`config.mk`:
```
export PLATFORM = sky130hd
export DESIGN_NAME = regfile_wb_sink
export DESIGN_NICKNAME = d
export VERILOG_FILES = /design/src/rtl/regfile_wb_sink_pkg.sv /design/src/rtl/regfile_bypass_port.sv /design/src/rtl/regfile_wb_sink.sv
export SDC_FILE = /design/constraint.sdc
export NUM_CORES = 2
export LEC_CHECK = 0
export CAP_MARGIN = 20
export CORE_MARGIN = 4
export CORE_UTILIZATION = 40
export CTS_BUF_LIST = sky130_fd_sc_hd__clkbuf_8 sky130_fd_sc_hd__clkbuf_16
export CTS_CLUSTER_SIZE = 20
export DETAILED_ROUTE_END_ITERATION = 12
export PLACE_DENSITY_LB_ADDON = 0.12
export SYNTH_ARGS = -nofsm -noshare
export SYNTH_HDL_FRONTEND = slang
export SYNTH_SLANG_ARGS = --single-unit
```
`constraint.sdc`:
```
create_clock -name Clk -period 5.2 [get_ports Clk]
set_clock_uncertainty 0.2 [all_clocks]
set_input_delay 1.04 -clock Clk [delete_from_list [all_inputs] [get_ports Clk]]
set_output_delay 1.04 -clock Clk [all_outputs]
set_load 0.05 [all_outputs]
```
`src/rtl/regfile_wb_sink_pkg.sv`:
```
// Shared defaults and constants for the decode-stage register file.
package regfile_wb_sink_pkg;

    localparam int unsigned DATA_W_DEF = 32;
    localparam int unsigned ADDR_W_DEF = 5;

    // Index of the hardwired-zero register.
    localparam int unsigned REG_ZERO = 0;

endpackage

```
`src/rtl/regfile_bypass_port.sv`:
```
// Per-port GPR read mux: stored value, write-back bypass, register-zero force.
module regfile_bypass_port
    import regfile_wb_sink_pkg::*;
#(
    parameter int unsigned DATA_W = DATA_W_DEF,
    parameter int unsigned ADDR_W = ADDR_W_DEF
) (
    input  logic [ADDR_W-1:0] rd_addr_i,
    input  logic [DATA_W-1:0] stored_i,
    input  logic              wb_en_i,
    input  logic [ADDR_W-1:0] wb_addr_i,
    input  logic [DATA_W-1:0] wb_data_i,
    output logic [DATA_W-1:0] rd_data_o
);

    // Zero-force wins over a pending bypass to index 0.
    always_comb begin
        rd_data_o = stored_i;
        if (rd_addr_i == ADDR_W'(REG_ZERO)) begin
            rd_data_o = '0;
        end else if (wb_en_i && (wb_addr_i == rd_addr_i)) begin
            rd_data_o = wb_data_i;
        end
    end

endmodule

```
`src/rtl/regfile_wb_sink.sv`:
```
// Decode-stage register file: 32 GPRs plus HI/LO, fed by the write-back bus,
// with internal write-to-read bypass on every read port.
module regfile_wb_sink
    import regfile_wb_sink_pkg::*;
#(
    parameter int unsigned DATA_W = DATA_W_DEF,
    parameter int unsigned ADDR_W = ADDR_W_DEF
) (
    input  logic              Clk,
    input  logic              Reset,
    input  logic              RegWrite_WB,
    input  logic [ADDR_W-1:0] WriteReg_WB,
    input  logic [DATA_W-1:0] WriteData_WB,
    input  logic              HiLoWrite_WB,
    input  logic [DATA_W-1:0] HiData_WB,
    input  logic [DATA_W-1:0] LoData_WB,
    input  logic [ADDR_W-1:0] ReadReg1_ID,
    input  logic [ADDR_W-1:0] ReadReg2_ID,
    output logic [DATA_W-1:0] ReadData1_ID,
    output logic [DATA_W-1:0] ReadData2_ID,
    output logic [DATA_W-1:0] Hi_ID,
    output logic [DATA_W-1:0] Lo_ID,
    output logic [15:0]       WriteCount
);

    localparam int unsigned DEPTH = 1 << ADDR_W;

    logic [DATA_W-1:0] regs_q [DEPTH];
    logic [DATA_W-1:0] hi_q, lo_q;
    logic [15:0]       count_q, count_d;
    logic              gpr_commit;

    // A GPR write commits only to a nonzero index.
    always_comb begin
        gpr_commit = RegWrite_WB && (WriteReg_WB != ADDR_W'(REG_ZERO));
        count_d    = count_q;
        if (gpr_commit) begin
            count_d = count_q + 16'd1;
        end
    end

    // Storage, HI/LO and write counter; reset discards same-cycle writes.
    always_ff @(posedge Clk) begin
        if (Reset) begin
            for (int unsigned i = 0; i < DEPTH; i++) begin
                regs_q[i] <= '0;
            end
            hi_q    <= '0;
            lo_q    <= '0;
            count_q <= '0;
        end else begin
            if (gpr_commit) begin
                regs_q[WriteReg_WB] <= WriteData_WB;
            end
            if (HiLoWrite_WB) begin
                hi_q <= HiData_WB;
                lo_q <= LoData_WB;
            end
            count_q <= count_d;
        end
    end

    regfile_bypass_port #(
        .DATA_W (DATA_W),
        .ADDR_W (ADDR_W)
    ) u_port1 (
        .rd_addr_i (ReadReg1_ID),
        .stored_i  (regs_q[ReadReg1_ID]),
        .wb_en_i   (RegWrite_WB),
        .wb_addr_i (WriteReg_WB),
        .wb_data_i (WriteData_WB),
        .rd_data_o (ReadData1_ID)
    );

    regfile_bypass_port #(
        .DATA_W (DATA_W),
        .ADDR_W (ADDR_W)
    ) u_port2 (
        .rd_addr_i (ReadReg2_ID),
        .stored_i  (regs_q[ReadReg2_ID]),
        .wb_en_i   (RegWrite_WB),
        .wb_addr_i (WriteReg_WB),
        .wb_data_i (WriteData_WB),
        .rd_data_o (ReadData2_ID)
    );

    // HI/LO read with bypass of the pending write-back values.
    always_comb begin
        Hi_ID = HiLoWrite_WB ? HiData_WB : hi_q;
        Lo_ID = HiLoWrite_WB ? LoData_WB : lo_q;
    end

    assign WriteCount = count_q;

endmodule
```
After elaboration in Yosys (flattened, before gate mapping)
Memories as Yosys holds them, arrays and structs flattened.
Index checks and enable logic that the tools add are counted.
- equality and inequality tests: 2
- reduce and logical (&&, ||, !) cells: 7
- bitwise operators: 0
- shift operators: 0
- $add $sub $neg: 1
- div/mod/pow operators: 0
- muxes and demuxes: 14
- $lt $le $gt $ge: 0
- multipliers: 0
- operators with widths (kind ; number):
    $mux 32 ; 7
    $reduce_or 32->1 ; 1
    $add 16x1->16 const B ; 1
    $eq 5x5->1 ; 2
    $logic_not 5->1 ; 2
    $mux 1 ; 6
    $mux 5 ; 1
    $reduce_bool 5->1 ; 1
    $logic_and 1x1->1 ; 3
- memories: 1
- bits of input ports: 115
- latch bits: 0
- word-level logic and storage cells: 28
- memory bits (writable): 1024
- output and inout bits: 144
- memory bits (read-only): 0
- register bits after elaboration: 80
- memory list (name ; words ; bits a word ; read ports ; clocked after Yosys merged registers in ; write ports ; RTL line ; source):
    regs_q ; 32 ; 32 ; 2 ; 0 ; 32 ; regfile_wb_sink.sv:28 ; logic [DATA_W-1:0] regs_q [DEPTH];

Longest topological paths before layout
- depth in word-level cells: 7
- gate-level depth with buffers: 11
- depth with buffers taken out: 6

Modules after synthesis
Synthesis repeated with hierarchy kept, for this count alone.
- cell total of the unflattened synthesis: 5142
- area, all modules: 60506.8 um2
- by module, submodules not included (module ; sequential area each (um2) ; area each (um2) ; cells each ; times used):
    regfile_wb_sink ; 32351.0 ; 59215.5 ; 4896 ; 1
    regfile_bypass_port ; 0.0 ; 645.6 ; 123 ; 2

Least setup slack after synthesis
OpenSTA, ideal clock, no wires.
- kind: input -> output
- from: input port ReadReg2_ID[0]
- to: output port ReadData2_ID[31]
- required time: 3960 ps
- arrival: 3460 ps
- cell stages on the path: 8
- setup slack: 500 ps
- buffers on the path: 4
- path through: buf_6 -> buf_6 -> buf_6 -> buf_6 -> mux2i_1 -> a221oi_1 -> a21oi_1 -> o32ai_1
- longest elaborated chain between the ends: 4
- elaborated cells between the ends (all ways): 6
- classes of those cells: eq/ne: 1; mux: 2; reduce/logical: 2; memory: 1
- RTL lines (item ; RTL line ; source):
    start: declaration ; regfile_wb_sink.sv:18 ; input logic [ADDR_W-1:0] ReadReg2_ID,
    branches (longest 3 deep; another with $mem_v2 32x32) ; -- ;
    $mux 32 * ; regfile_bypass_port.sv:19 ; if (rd_addr_i == ADDR_W'(REG_ZERO)) begin
    end: declaration ; regfile_wb_sink.sv:20 ; output logic [DATA_W-1:0] ReadData2_ID,
Mark *: on every way between the ends.

Final worst setup path
- from: input port WriteReg_WB[0]
- to: output port ReadData1_ID[16]
- longest elaborated chain between the ends: 4
- RTL lines (item ; RTL line ; source):
    start: declaration ; regfile_wb_sink.sv:12 ; input logic [ADDR_W-1:0] WriteReg_WB,
    $eq 5x5->1 ; regfile_bypass_port.sv:21 ; end else if (wb_en_i && (wb_addr_i == rd_addr_i)) begin
    $logic_and 1x1->1 ; regfile_bypass_port.sv:21 ;
    $mux 32 ; regfile_bypass_port.sv:21 ;
    $mux 32 ; regfile_bypass_port.sv:19 ;
    end: declaration ; regfile_wb_sink.sv:19 ; output logic [DATA_W-1:0] ReadData1_ID,
No other way between the ends.

==> impl_metrics.json <==
{
  "clock.fmax_ghz": 0.195,
  "yosysUniqueCellTypes": 61,
  "drive_above_1_share_pct": 26.8,
  "antenna_violating_nets_left": 0,
  "finalNetCount": 4553,
  "globalRouteOverflowTotal": 0,
  "first_pass_iters": 5,
  "number_of_i_o_pins": 259,
  "ys_dominant_reg_cell": "sky130_fd_sc_hd__edfxtp_1",
  "worst_setup_path_start_kind": "input pin",
  "grtUsageTotal_pct": 29.0,
  "chipWidth_um": 392,
  "holdWs_ns": 0.296,
  "ys_seq_area_share_pct": 54.9,
  "seq_power_share_pct": 44.9,
  "dr_total_vias": 39462,
  "syn_to_final_growth_pct": 19.0,
  "area_after_detailed_placement_um2": 65900,
  "route.detailed.drc": 0,
  "final-max-slew-violation-count": 0,
  "worstPathRequired_ns": 3.96,
  "leakage_nw": 24.9,
  "grt_first_pass_wirelength_um": 310000,
  "clk_latency_ns": 0.77,
  "fin_setup_tns_ns": 0,
  "power_switching_share_pct": 26.9,
  "report.final.setup_viol": 0,
  "core-area_um2": 146000,
  "ys_async_sr_fraction_pct": 0,
  "share_clk_of_total_power_pct": 38.7,
  "dp_hpwl_um": 137000,
  "rows": 140,
  "routedWlPerCell_um": 34.5,
  "die_height_um": 392,
  "wl_um": 223000,
  "synth_top_cells_by_area": "sky130_fd_sc_hd__edfxtp_1 52%, sky130_fd_sc_hd__mux4_2 17%, sky130_fd_sc_hd__and2_1 11%",
  "grt_start_max_net_pins": 61,
  "worstSetupPathType": "input pin to primary output",
  "critical_path.endpoint_type": "primary output",
  "clock_tree_from_tritoncts": "done",
  "drtIter0Drc": 5265,
  "place_congestion": 0.880,
  "postSynthRegisterBits": 1104,
  "max-slew-margin-rel_pct": 25.7,
  "total_power_w": 0.0232,
  "combPwrFrac_pct": 16.4,
  "path_clk_slew_ns": 0.06,
  "synth_top_area_cell": "sky130_fd_sc_hd__edfxtp_1",
  "htree_num_levels": 4,
  "layout_setup_ws_ns": 0.0800,
  "timing_hold_violations_final": 0,
  "cell_internal_pwr_w": 0.0170,
  "final_critical_path_time_including_i_o_delays_and_setup_ns": 5.12,
  "dieArea_um2": 154000,
  "grt_antenna_before_repair": 13,
  "cts_buffers": 132,
  "power_density_over_the_cells_nw_per_um2": 331,
  "first_global_vias": 39077,
  "ctsRootBufferMaster": "sky130_fd_sc_hd__clkbuf_16",
  "crit_arrival_ns": 3.88,
  "synth_common_cells": "1024 x sky130_fd_sc_hd__edfxtp_1, 1009 x sky130_fd_sc_hd__and2_1, 449 x sky130_fd_sc_hd__mux4_2, 289 x sky130_fd_sc_hd__clkbuf_1, 192 x sky130_fd_sc_hd__mux2i_1",
  "grt_setup_unrepaired": "false",
  "pre_cts_ws_ns": 0.0704,
  "hold_path_class": "register to register",
  "yosysMostFrequentCell": "sky130_fd_sc_hd__edfxtp_1",
  "ctsLongestPathBuffers": 3,
  "post-route-period-util_pct": 98.5,
  "worst_pin_slew_ns": 1.11,
  "synth.top_cell.area_share_pct": 52.2,
  "synthCells": 4113,
  "cp_max_fo": 23,
  "synthesis.area_um2": 58900,
  "switchingPower_w": 0.00624,
  "status": "finished, final reports clean",
  "drv.max_cap_violation_count": 0,
  "clock_sink_count": 1104,
  "final_design_area_no_fill_um2": 70100,
  "syn_area_per_cell_um2": 14.3,
  "synth-edff-count": 1024,
  "place.port_buffers": 258,
  "floorplan.initialDensity_pct": 40.3,
  "ir_drop_v": 0.000378,
  "hold_buffers": 0,
  "ys_warn_count": 0,
  "route.detailed.vias_per_inst": 6.11
}
## sequential cells by signal (all words and copies together) (netlist names)
signal and flops:
regs_q 1024, hi_q 32, lo_q 32, WriteCount 16
## cell usage in the layout, fill, tap and decap left out, drive strengths merged, types with 35 or more instances in the layout
master	Yosys	final
mux4	449	449
a211oi	36	36
a21oi	62	62
dfxtp	80	80
and2	1009	1009
nor2b	93	93
buf	136	401
nand2	61	61
edfxtp	1024	1024
inv	6	48
a221oi	59	59
clkdlybuf4s50	0	183
or2	35	35
o21ai	98	98
nor2	127	127
clkbuf	289	143
mux2	113	113
mux2i	192	192
o22ai	54	54
clkinv	1	42
## worst paths after layout
check | start | endpoint | slack (ns) | cells past startpoint
max | WriteReg_WB[0] | ReadData1_ID[16] | 0.08 | 9
min | WriteCount[15] | WriteCount[15] | 0.30 | 2
max reg2reg | WriteCount[6] | WriteCount[15] | 3.41 | 5
min reg2reg | WriteCount[15] | WriteCount[15] | 0.30 | 2
## cell type report
class                      count  area, µm²
fill                       12649      76000
sequential                  1104      32400
multi-input combinational   2608      24900
timing repair buffer         584       6280
clock buffer                 143       3560
tap                         1917       2400
clock inverter                92        561
inverter                       7       28.8
antenna                        7       17.5
## timing repair
item	in CTS	in global routing
gates resized for setup	0	2
setup buffers	0	0
endpoints found under the setup margin	0	2
## logic make-up (layout without fill, tap and decap cells)
logic type / after synthesis / after routing / synth area share, %
buffers and inverters: 432 / 826 / 3.52
AND/OR/NAND/NOR: 1383 / 1383 / 13.9
multiplexers: 754 / 754 / 22.6
other: 1 / 39 / 0.00636
XOR/XNOR: 22 / 22 / 0.327
adder cells (fa/ha/maj): 1 / 1 / 0.0212
AO/OA/AOI/OAI: 416 / 416 / 4.74
flip-flops: 1104 / 1104 / 54.9
## stage by stage
stage / utilization [%] / cells
floorplan: - / 4144
global placement: 45.1 / 6219
detailed placement: 45.1 / 6220
CTS: 48.0 / 6455
global route: 48.0 / 6455
finish: 48.0 / 6462
## per-layer routing
metal  GRT usage (%)  vias up  share of wire [%]
met2            45.7     2222                 46
li1                -    16280                  -
met4            9.32        6                3.6
met3            7.37      454                 10
met5               0        -              0.018
met1            39.4    20500                 40
## power groups by stage
stage	Combinational (W)	Clock [W]	Sequential, W
after CTS	0.00380	0.00910	0.0104
after global placement	0.00378	0	0.0106
after global routing	0.00396	0.00945	0.0105
after detailed placement	0.00378	0	0.0106
final	0.00382	0.00897	0.0104
after floorplan	0.00212	0	0.0105
## critical path, cell delays in order
cell                              delay, ns
sky130_fd_sc_hd__clkdlybuf4s50_1       0.76
sky130_fd_sc_hd__xor2_1                0.32
sky130_fd_sc_hd__nor4_2                0.40
sky130_fd_sc_hd__nand3_2               0.20
sky130_fd_sc_hd__nand2b_1              0.18
sky130_fd_sc_hd__buf_12                0.24
sky130_fd_sc_hd__a21oi_1               0.07
sky130_fd_sc_hd__a211o_1               0.41
sky130_fd_sc_hd__buf_4                 0.24
Power figures use the tool's default switching activity.
